**config.mk**
```make
export PLATFORM = sky130hd
export DESIGN_NAME = x7seg_scan_decode_flat
export DESIGN_NICKNAME = d
export VERILOG_FILES = /design/src/rtl/x7seg_pkg.sv /design/src/rtl/x7seg_scan_decode_if.sv /design/src/rtl/x7seg_seg2hex.sv /design/src/rtl/x7seg_scan_decode.sv /design/src/flat_wrapper.sv
export SDC_FILE = /design/constraint.sdc
export NUM_CORES = 1
export LEC_CHECK = 0
export BUFFER_PORTS_ARGS = -buffer_cell sky130_fd_sc_hd__buf_2
export CORE_UTILIZATION = 33
export CTS_CLUSTER_SIZE = 20
export DETAILED_ROUTE_END_ITERATION = 7
export GPL_TIMING_DRIVEN = 1
export SKIP_LAST_GASP = 1
export SYNTH_ARGS = -nofsm -noshare
export SYNTH_HDL_FRONTEND = slang
export SYNTH_SLANG_ARGS = --single-unit
```
**constraint.sdc**
```tcl
create_clock -name clk -period 1.85 [get_ports clk]
set_input_delay 0.0925 -clock clk [delete_from_list [all_inputs] [get_ports clk]]
set_output_delay 0.0925 -clock clk [all_outputs]
set_load 0.02 [all_outputs]
```
**src/rtl/x7seg_pkg.sv**
```systemverilog
// Shared 7-segment constants and helpers for the display driver and
// the scan-side decoder.
package x7seg_pkg;

  localparam int NUM_DIGITS = 4;

  localparam logic [6:0] SEG_0 = 7'b1111110;
  localparam logic [6:0] SEG_1 = 7'b0110000;
  localparam logic [6:0] SEG_2 = 7'b1101101;
  localparam logic [6:0] SEG_3 = 7'b1111001;
  localparam logic [6:0] SEG_4 = 7'b0110011;
  localparam logic [6:0] SEG_5 = 7'b1011011;
  localparam logic [6:0] SEG_6 = 7'b1011111;
  localparam logic [6:0] SEG_7 = 7'b1110000;
  localparam logic [6:0] SEG_8 = 7'b1111111;
  localparam logic [6:0] SEG_9 = 7'b1111011;
  localparam logic [6:0] SEG_A = 7'b1110111;
  localparam logic [6:0] SEG_B = 7'b0011111;
  localparam logic [6:0] SEG_C = 7'b1001110;
  localparam logic [6:0] SEG_D = 7'b0111101;
  localparam logic [6:0] SEG_E = 7'b1001111;
  localparam logic [6:0] SEG_F = 7'b1000111;

  function automatic logic is_onehot(
    input logic [NUM_DIGITS-1:0] v
  );
    return (v != '0) && ((v & (v - 1'b1)) == '0);
  endfunction

endpackage

```
**src/rtl/x7seg_scan_decode_if.sv**
```systemverilog
// Display bus seen by the scan decoder plus the reconstructed frame
// result; master is the driver/checker side, slave is the decoder.
interface x7seg_scan_decode_if;
  import x7seg_pkg::*;

  logic [NUM_DIGITS-1:0]   an;
  logic [6:0]              a_to_g;
  logic [4*NUM_DIGITS-1:0] x;
  logic                    valid;
  logic                    err;

  modport master (
    output an,
    output a_to_g,
    input  x,
    input  valid,
    input  err
  );

  modport slave (
    input  an,
    input  a_to_g,
    output x,
    output valid,
    output err
  );

endinterface

```
**src/rtl/x7seg_seg2hex.sv**
```systemverilog
// Segment pattern to hex nibble; unknown patterns (blank included)
// give 0 with invalid set.
module x7seg_seg2hex
  import x7seg_pkg::*;
(
  input  logic [6:0] seg,
  output logic [3:0] hex,
  output logic       invalid
);

  always_comb begin
    hex     = 4'h0;
    invalid = 1'b0;
    unique case (seg)
      SEG_0:   hex = 4'h0;
      SEG_1:   hex = 4'h1;
      SEG_2:   hex = 4'h2;
      SEG_3:   hex = 4'h3;
      SEG_4:   hex = 4'h4;
      SEG_5:   hex = 4'h5;
      SEG_6:   hex = 4'h6;
      SEG_7:   hex = 4'h7;
      SEG_8:   hex = 4'h8;
      SEG_9:   hex = 4'h9;
      SEG_A:   hex = 4'hA;
      SEG_B:   hex = 4'hB;
      SEG_C:   hex = 4'hC;
      SEG_D:   hex = 4'hD;
      SEG_E:   hex = 4'hE;
      SEG_F:   hex = 4'hF;
      default: invalid = 1'b1;
    endcase
  end

endmodule

```
**src/rtl/x7seg_scan_decode.sv**
```systemverilog
// Samples a multiplexed 7-segment bus and rebuilds the displayed
// value, one valid pulse per completed 4-digit frame.
module x7seg_scan_decode
  import x7seg_pkg::*;
#(
  parameter int SYNC_STAGES = 2,
  parameter int STABLE      = 1
) (
  input logic                clk,
  input logic                clr_n,
  x7seg_scan_decode_if.slave bus
);

  localparam int W  = NUM_DIGITS + 7;
  localparam int XW = 4 * NUM_DIGITS;
  localparam int CW = $clog2(STABLE + 1);
  localparam logic [CW-1:0] STABLE_C = CW'(STABLE);

  logic [W-1:0]          sync_q [SYNC_STAGES];
  logic [W-1:0]          sample;
  logic [W-1:0]          prev;
  logic [CW-1:0]         cnt;
  logic [CW-1:0]         cnt_nxt;
  logic                  accepted;
  logic                  acc_hold;
  logic                  accept;
  logic [NUM_DIGITS-1:0] s_an;
  logic [6:0]            s_seg;
  logic [NUM_DIGITS-1:0] seen;
  logic [NUM_DIGITS-1:0] seen_all;
  logic [3:0]            nib;
  logic                  inv;
  logic                  bad;
  logic [XW-1:0]         shadow;
  logic [XW-1:0]         shadow_nxt;
  logic [XW-1:0]         x_q;
  logic                  valid_q;
  logic                  err_q;

  always_ff @(posedge clk or negedge clr_n) begin
    if (!clr_n) begin
      for (int i = 0; i < SYNC_STAGES; i++)
        sync_q[i] <= '0;
    end else begin
      sync_q[0] <= {bus.an, bus.a_to_g};
      for (int i = 1; i < SYNC_STAGES; i++)
        sync_q[i] <= sync_q[i-1];
    end
  end

  assign sample = sync_q[SYNC_STAGES-1];
  assign s_an   = sample[W-1:7];
  assign s_seg  = sample[6:0];

  x7seg_seg2hex u_dec (
    .seg     (s_seg),
    .hex     (nib),
    .invalid (inv)
  );

  // Accept on the sample where the run first reaches STABLE, once per run.
  always_comb begin
    cnt_nxt  = CW'(1);
    acc_hold = 1'b0;
    if (sample == prev) begin
      cnt_nxt  = (cnt == STABLE_C) ? cnt : cnt + 1'b1;
      acc_hold = accepted;
    end
  end

  assign accept   = (cnt_nxt == STABLE_C) && !acc_hold
                    && is_onehot(s_an);
  assign seen_all = seen | s_an;

  always_comb begin
    shadow_nxt = shadow;
    for (int i = 0; i < NUM_DIGITS; i++)
      if (s_an[i])
        shadow_nxt[4*i +: 4] = nib;
  end

  always_ff @(posedge clk or negedge clr_n) begin
    if (!clr_n) begin
      prev     <= '0;
      cnt      <= '0;
      accepted <= 1'b0;
      seen     <= '0;
      bad      <= 1'b0;
      shadow   <= '0;
      x_q      <= '0;
      valid_q  <= 1'b0;
      err_q    <= 1'b0;
    end else begin
      prev     <= sample;
      cnt      <= cnt_nxt;
      accepted <= acc_hold | accept;
      valid_q  <= 1'b0;
      if (accept) begin
        shadow <= shadow_nxt;
        if (&seen_all) begin
          x_q     <= shadow_nxt;
          valid_q <= 1'b1;
          err_q   <= bad | inv;
          seen    <= '0;
          bad     <= 1'b0;
        end else begin
          seen <= seen_all;
          bad  <= bad | inv;
        end
      end
    end
  end

  assign bus.x     = x_q;
  assign bus.valid = valid_q;
  assign bus.err   = err_q;

endmodule

```
**src/flat_wrapper.sv**
```systemverilog
// flat-port wrapper written by rule: the top's interface ports become plain ports
module x7seg_scan_decode_flat import x7seg_pkg::*;
#(
  parameter int SYNC_STAGES = 2,
  parameter int STABLE      = 1
)
  (clk, clr_n, bus_an, bus_a_to_g, bus_x, bus_valid, bus_err);
  x7seg_scan_decode_if bus_i ();
  input logic clk;
  input logic clr_n;
  input wire logic [$bits(bus_i.an)-1:0] bus_an;
  input wire logic [$bits(bus_i.a_to_g)-1:0] bus_a_to_g;
  output wire logic [$bits(bus_i.x)-1:0] bus_x;
  output wire logic [$bits(bus_i.valid)-1:0] bus_valid;
  output wire logic [$bits(bus_i.err)-1:0] bus_err;
  assign bus_i.an = bus_an;
  assign bus_i.a_to_g = bus_a_to_g;
  assign bus_x = bus_i.x;
  assign bus_valid = bus_i.valid;
  assign bus_err = bus_i.err;
  x7seg_scan_decode #(.SYNC_STAGES(SYNC_STAGES), .STABLE(STABLE)) u_core (.clk(clk), .clr_n(clr_n), .bus(bus_i));
endmodule
```
## After elaboration in Yosys (flattened, before gate mapping)

Index checks and enable logic that the tools add are counted.

- Bits of input ports: 13
- Register bits after elaboration: 74
- Output and inout bits: 18
- Word-level logic and storage cells: 56

- Add/subtract/negate cells: 2
- Reductions and logical operators: 9
- Muxes and demuxes: 13
- Bitwise operators: 4
- Equality and inequality tests: 17

Operator list:

| kind | number |
|---|---|
| $eq 7x7->1 const B | 12 |
| $pmux 4 s15 | 1 |
| $eq 7x6->1 const B | 3 |
| $mux 4 | 5 |
| $reduce_or 16->1 | 1 |
| $eq 11x11->1 | 1 |
| $eq 7x5->1 const B | 1 |
| $mux 1 | 7 |
| $reduce_and 5->1 | 1 |
| $and 4x4->4 | 1 |
| $logic_not 4->1 | 1 |
| $or 4x4->4 | 1 |
| $reduce_and 4->1 | 1 |
| $reduce_bool 4->1 | 1 |
| $sub 4x1->4 const B | 1 |
| $logic_and 1x1->1 | 3 |
| $or 1x1->1 | 2 |
| $add 1x1->1 const B | 1 |
| $logic_not 1->1 | 1 |

## Depth between registers and ports, before layout

- Depth in word-level cells: 6
- Gate-level depth with buffers: 7
- Gate-level depth less buffers: 5

## Hierarchy

A second synthesis with hierarchy kept.

- Cell total of the unflattened synthesis: 251
- Area, all modules: 3,174.3 sq um

Modules (own cells, without submodules):

| module | cells an instance | seq. area each (sq um) | area an instance (sq um) | times used |
|---|---|---|---|---|
| x7seg_scan_decode | 194 | 1,826.8 | 2,805.2 | 1 |
| x7seg_seg2hex | 57 | 0.0 | 369.1 | 1 |

## Worst setup path before layout

Ideal clock, no wire load.

- Path kind: reg-to-reg
- From: register u_core.sync_q, in the netlist u_core.sample[10]
- To: register u_core.x_q[10], in the netlist u_core.bus.x[10]
- Data arrival time: 1,754 ps
- Slack: -29 ps
- Setup time: 125 ps
- Data required time: 1,725 ps
- Clock period less this slack: 1,879 ps
- Cell stages (with the launch flop): 7
- Buffers on the path: 1
- Cells stage by stage: dfrtp_1 -> nor4b_1 -> a211o_2 -> o31ai_2 -> nor3_4 -> buf_6 -> mux2_2

- Longest elaborated chain between the ends: 6
- Elaborated cells on any way between the ends: 13
- Classes of those cells: 1 x add/sub; 1 x eq/ne; 2 x mux; 2 x bitwise; 7 x reduce/logical

Ends and longest elaborated chain:

| item | line | RTL |
|---|---|---|
| start, declared | x7seg_scan_decode.sv:19 | `logic [W-1:0] sync_q [SYNC_STAGES];` |
| start signal, assigned by index | x7seg_scan_decode.sv:47 | `sync_q[i] <= sync_q[i-1];` |
| $sub 4x1->4 or $eq 11x11->1 (tied branches) | x7seg_pkg.sv:27, x7seg_scan_decode.sv:65 |  |
| $and 4x4->4 or $mux 1 (tied branches) | x7seg_pkg.sv:27, x7seg_scan_decode.sv:65 |  |
| $logic_not 4->1 or $logic_not 1->1 (tied branches) | x7seg_pkg.sv:27, x7seg_scan_decode.sv:71 |  |
| $logic_and 1x1->1 (on tied branches) | x7seg_pkg.sv:27, x7seg_scan_decode.sv:71 |  |
| $logic_and 1x1->1 | x7seg_scan_decode.sv:72 | `&& is_onehot(s_an);` |
| $reduce_and 5->1 (no line) * | - |  |
| end signal, assigned | x7seg_scan_decode.sv:101 | `x_q <= shadow_nxt;` |
| end, declared | x7seg_scan_decode.sv:36 | `logic [XW-1:0] x_q;` |

Mark *: on every way between the ends. The rest lies on a longest branch, timed or not.
A chain may end at the register's enable or synchronous reset.

## Final worst setup path

- From: register u_core.sync_q, in the netlist u_core.sample[2]
- To: register u_core.shadow[13]

- Longest elaborated chain between the ends: 5
- Elaborated cells on any way between the ends: 23
- Classes of those cells: 16 x eq/ne; 4 x mux; 3 x reduce/logical

Ends and longest elaborated chain:

| item | line | RTL |
|---|---|---|
| branches (longest 5 deep; another with $pmux 4 s15) | - |  |
| end signal, assigned | x7seg_scan_decode.sv:99 | `shadow <= shadow_nxt;` |
| end, declared | x7seg_scan_decode.sv:34 | `logic [XW-1:0] shadow;` |

Parallel ways; which one is timed is not known.

==> flow_metrics.env <==
export IMPL_status="complete, but fails checks"
export IMPL_violations="negative setup slack"
export IMPL_synth_edff_count=0
export IMPL_syn_inst=247
export IMPL_relSlewSlack=0.755
export IMPL_dr_pass1_iters=4
export IMPL_grt_use_met3=0.0436
export IMPL_fin_setup_tns_ps=-2840
export IMPL_setup_viol_count_final=37
export IMPL_portBuffers=30
export IMPL_synth_top_cell_by_area="dfrtp_1"
export IMPL_worst_slack_ps=-108
export IMPL_post_route_period_util=1.06
export IMPL_endpoint="u_core.shadow[13]"
export IMPL_synthArstFlopShare=1.00
export IMPL_yosys_register_bits=73
export IMPL_gr_usage_met1=0.194
export IMPL_cellLeakagePower_uw=0.00208
export IMPL_fin_nets=356
export IMPL_grt_max_degree=74
export IMPL_powerDensity_nw_per_um2=1050
export IMPL_maxCapViolations=0
export IMPL_synth_avg_cell_area_um2=12.6
export IMPL_path_max_fanout=5
export IMPL_final_cell_mix="dfrtp_1 (66), buf_4 (48), buf_2 (30), nor2_1 (18)"
export IMPL_drt_wl_total_mm=6.66
export IMPL_synthAdderAreaFrac=0
export IMPL_tightestPinTransition_ps=368
export IMPL_ant_nets=0
export IMPL_synthXorXnorAreaFrac=0.0364
export IMPL_n_antenna_cell=0
export IMPL_cts_buffer_depth=2
export IMPL_grt_pass1_wl_mm=11.1
export IMPL_grt_busiest_layer="met2"
export IMPL_via_count=2239
export IMPL_final_common_cell="dfrtp_1"
export IMPL_synth_mux_area_frac=0.120
export IMPL_cp_end_kind="register"
export IMPL_crit_start="u_core.sample[2]"
export IMPL_io_pins=31
export IMPL_pre_cts_ws_ps=-424
export IMPL_routedWlPerCell_um=14.5
export IMPL_rows=35
export IMPL_synth_ff_type="dfrtp_1"
export IMPL_die_h_um=99.3
export IMPL_clk_pin_slew_ps=80
export IMPL_die_x_um=99.3
export IMPL_rsz0062_at_grt="yes"
export IMPL_total_power_uw=4740
export IMPL_cts_tree="built"
export IMPL_hpwl_mm=4.36
export IMPL_track_usage=0.147
export IMPL_hold_path_class="in2async"
export IMPL_cts_sinks=73
export IMPL_r2r_end="u_core.shadow[13]"
export IMPL_synth_top_area_frac=0.585
export IMPL_period_needed_ps=1960
export IMPL_via_per_inst=4.89
export IMPL_r2r_start="u_core.sample[2]"
export IMPL_yosys_warnings=0
export IMPL_startpoint_type="register"
export IMPL_htreeDepth=3
export IMPL_antenna_found_initial=0
export IMPL_ys_seq_area_frac=0.585
export IMPL_whs_ps=306
export IMPL_synth_simple_area_share=0.139
export IMPL_worstPathArrival_ps=2180
export IMPL_synth_top_family_by_area="simple AND/OR/NAND/NOR gates"
export IMPL_maxSlewViolCount=0
export IMPL_max_freq_mhz=511
export IMPL_clkLatencyLatePin_ps=350
export IMPL_synth_area_leaders="dfrtp_1 (58%), mux2_2 (11%), xnor2_1 (3.4%), a21oi_1 (2.9%), nor2_1 (2.2%)"
export IMPL_drc=0
export IMPL_start_util=0.340
export IMPL_dieArea_um2=9860
export IMPL_drtIter0Drc=73
export IMPL_synth_area_um2=3120
export IMPL_final_layout_size_suffix_gt1_frac=0.533
export IMPL_critPathRequiredTime_ps=2070
export IMPL_synth_compound_area_frac=0.0797
export IMPL_cts_buffers=9
export IMPL_synth_fp_nets=260
export IMPL_reg2reg_slack_ps=-110
export IMPL_ff2ff_path_depth=5
export IMPL_coreArea_um2=9200
export IMPL_gr_total_overflow=0
export IMPL_critical_path_class="reg2reg"
export IMPL_place_gp_congestion=0.782
export IMPL_grt_util_met2=0.235
export IMPL_hold_viol_final=0
export IMPL_yosysUniqueCellTypes=46
export IMPL_syn2layout_area_growth_pct=44.7
export IMPL_fin_skew_ps=12.9
export IMPL_grt_pass1_vias=2277
export IMPL_peakVddDrop_v=0.000714
export IMPL_cts_root_buf="clkbuf_8"
sequential cells by signal, summed over array words and instances (netlist names):
register and count:
u_core.sync_q 11, u_core.prev 11, u_core.bus.x 16, u_core.shadow 16, u_core.accepted 1, u_core.sample 11
u_core.seen 4, u_core.bus.valid 1, u_core.bad 1, u_core.bus.err 1
area by class of cell:
type	count	area (µm²)
fill	804	4670
multi-input combinational	152	1520
clock buffer	10	138
sequential	73	1840
tap	111	139
inverter	8	30.0
clock inverter	5	104
timing repair buffer	99	758
metrics by stage:
stage,std cells,instance area [µm²],utilization
3_5_place_dp,416,3670,0.399
2_1_floorplan,247,3140,-
3_3_place_gp,416,3670,0.399
4_1_cts,452,4320,0.469
5_1_grt,458,4520,0.492
6_report,458,4520,0.492
synthesized netlist by cell type, types with 2 or more instances:
cell type  number
nand4_1         8
nand2b_1        2
xnor2_1        12
or4bb_1         2
or3b_2          3
o22ai_1         3
o21ai_0         3
nor2_1         18
inv_1           8
nand3b_1        3
buf_2           5
nor4b_1         2
mux2_2         31
nand2_1         5
nand4b_1        3
buf_4           4
clkbuf_1        2
a211oi_1        2
nor3_1          6
dfrtp_1        73
buf_6           3
nand3_1         3
a31oi_1         5
or3_1           2
a21oi_1        18
power by group:
group	switching, µW	internal, µW	total (µW)
combinational	617	560	1180
clock	567	925	1490
sequential	169	1900	2070
total	1350	3380	4740
metal layers:
metal | part of all wire | routed length, µm
met5 | 0 | 0
met4 | 0.011 | 70
met2 | 0.49 | 3290
met3 | 0.035 | 234
met1 | 0.46 | 3060
worst min-delay path by stage:
stage,end,slack (ps),startpoint
5_1_grt,u_core.sync_q[19],330,clr_n
6_report,u_core.bus.x[8],310,clr_n
3_3_place_gp,u_core.sync_q[19],150,clr_n
2_1_floorplan,u_core.accepted,-200,clr_n
3_5_place_dp,u_core.sync_q[19],150,clr_n
4_1_cts,u_core.sync_q[19],310,clr_n
cell families after synthesis:
kind of cell	after synthesis
multiplexers	33
AO/OA/AOI/OAI	39
XOR/XNOR	13
flip-flops	73
buffers and inverters	22
AND/OR/NAND/NOR	67
critical path, stage by stage (launching register included):
cell	delay (ps)
dfrtp_2	440
xnor2_1	260
nand4_1	160
or3_4	500
nand3_4	170
mux2_4	310
timing repair:
item,4_1_cts,5_1_grt
hold buffers,12,0
hold endpoints to repair,84,0
pin swaps,13,10
setup buffers,9,6
endpoints found under the setup margin,39,39
gates resized for setup,42,34
Note: power is estimated with default switching activity, not from simulation.
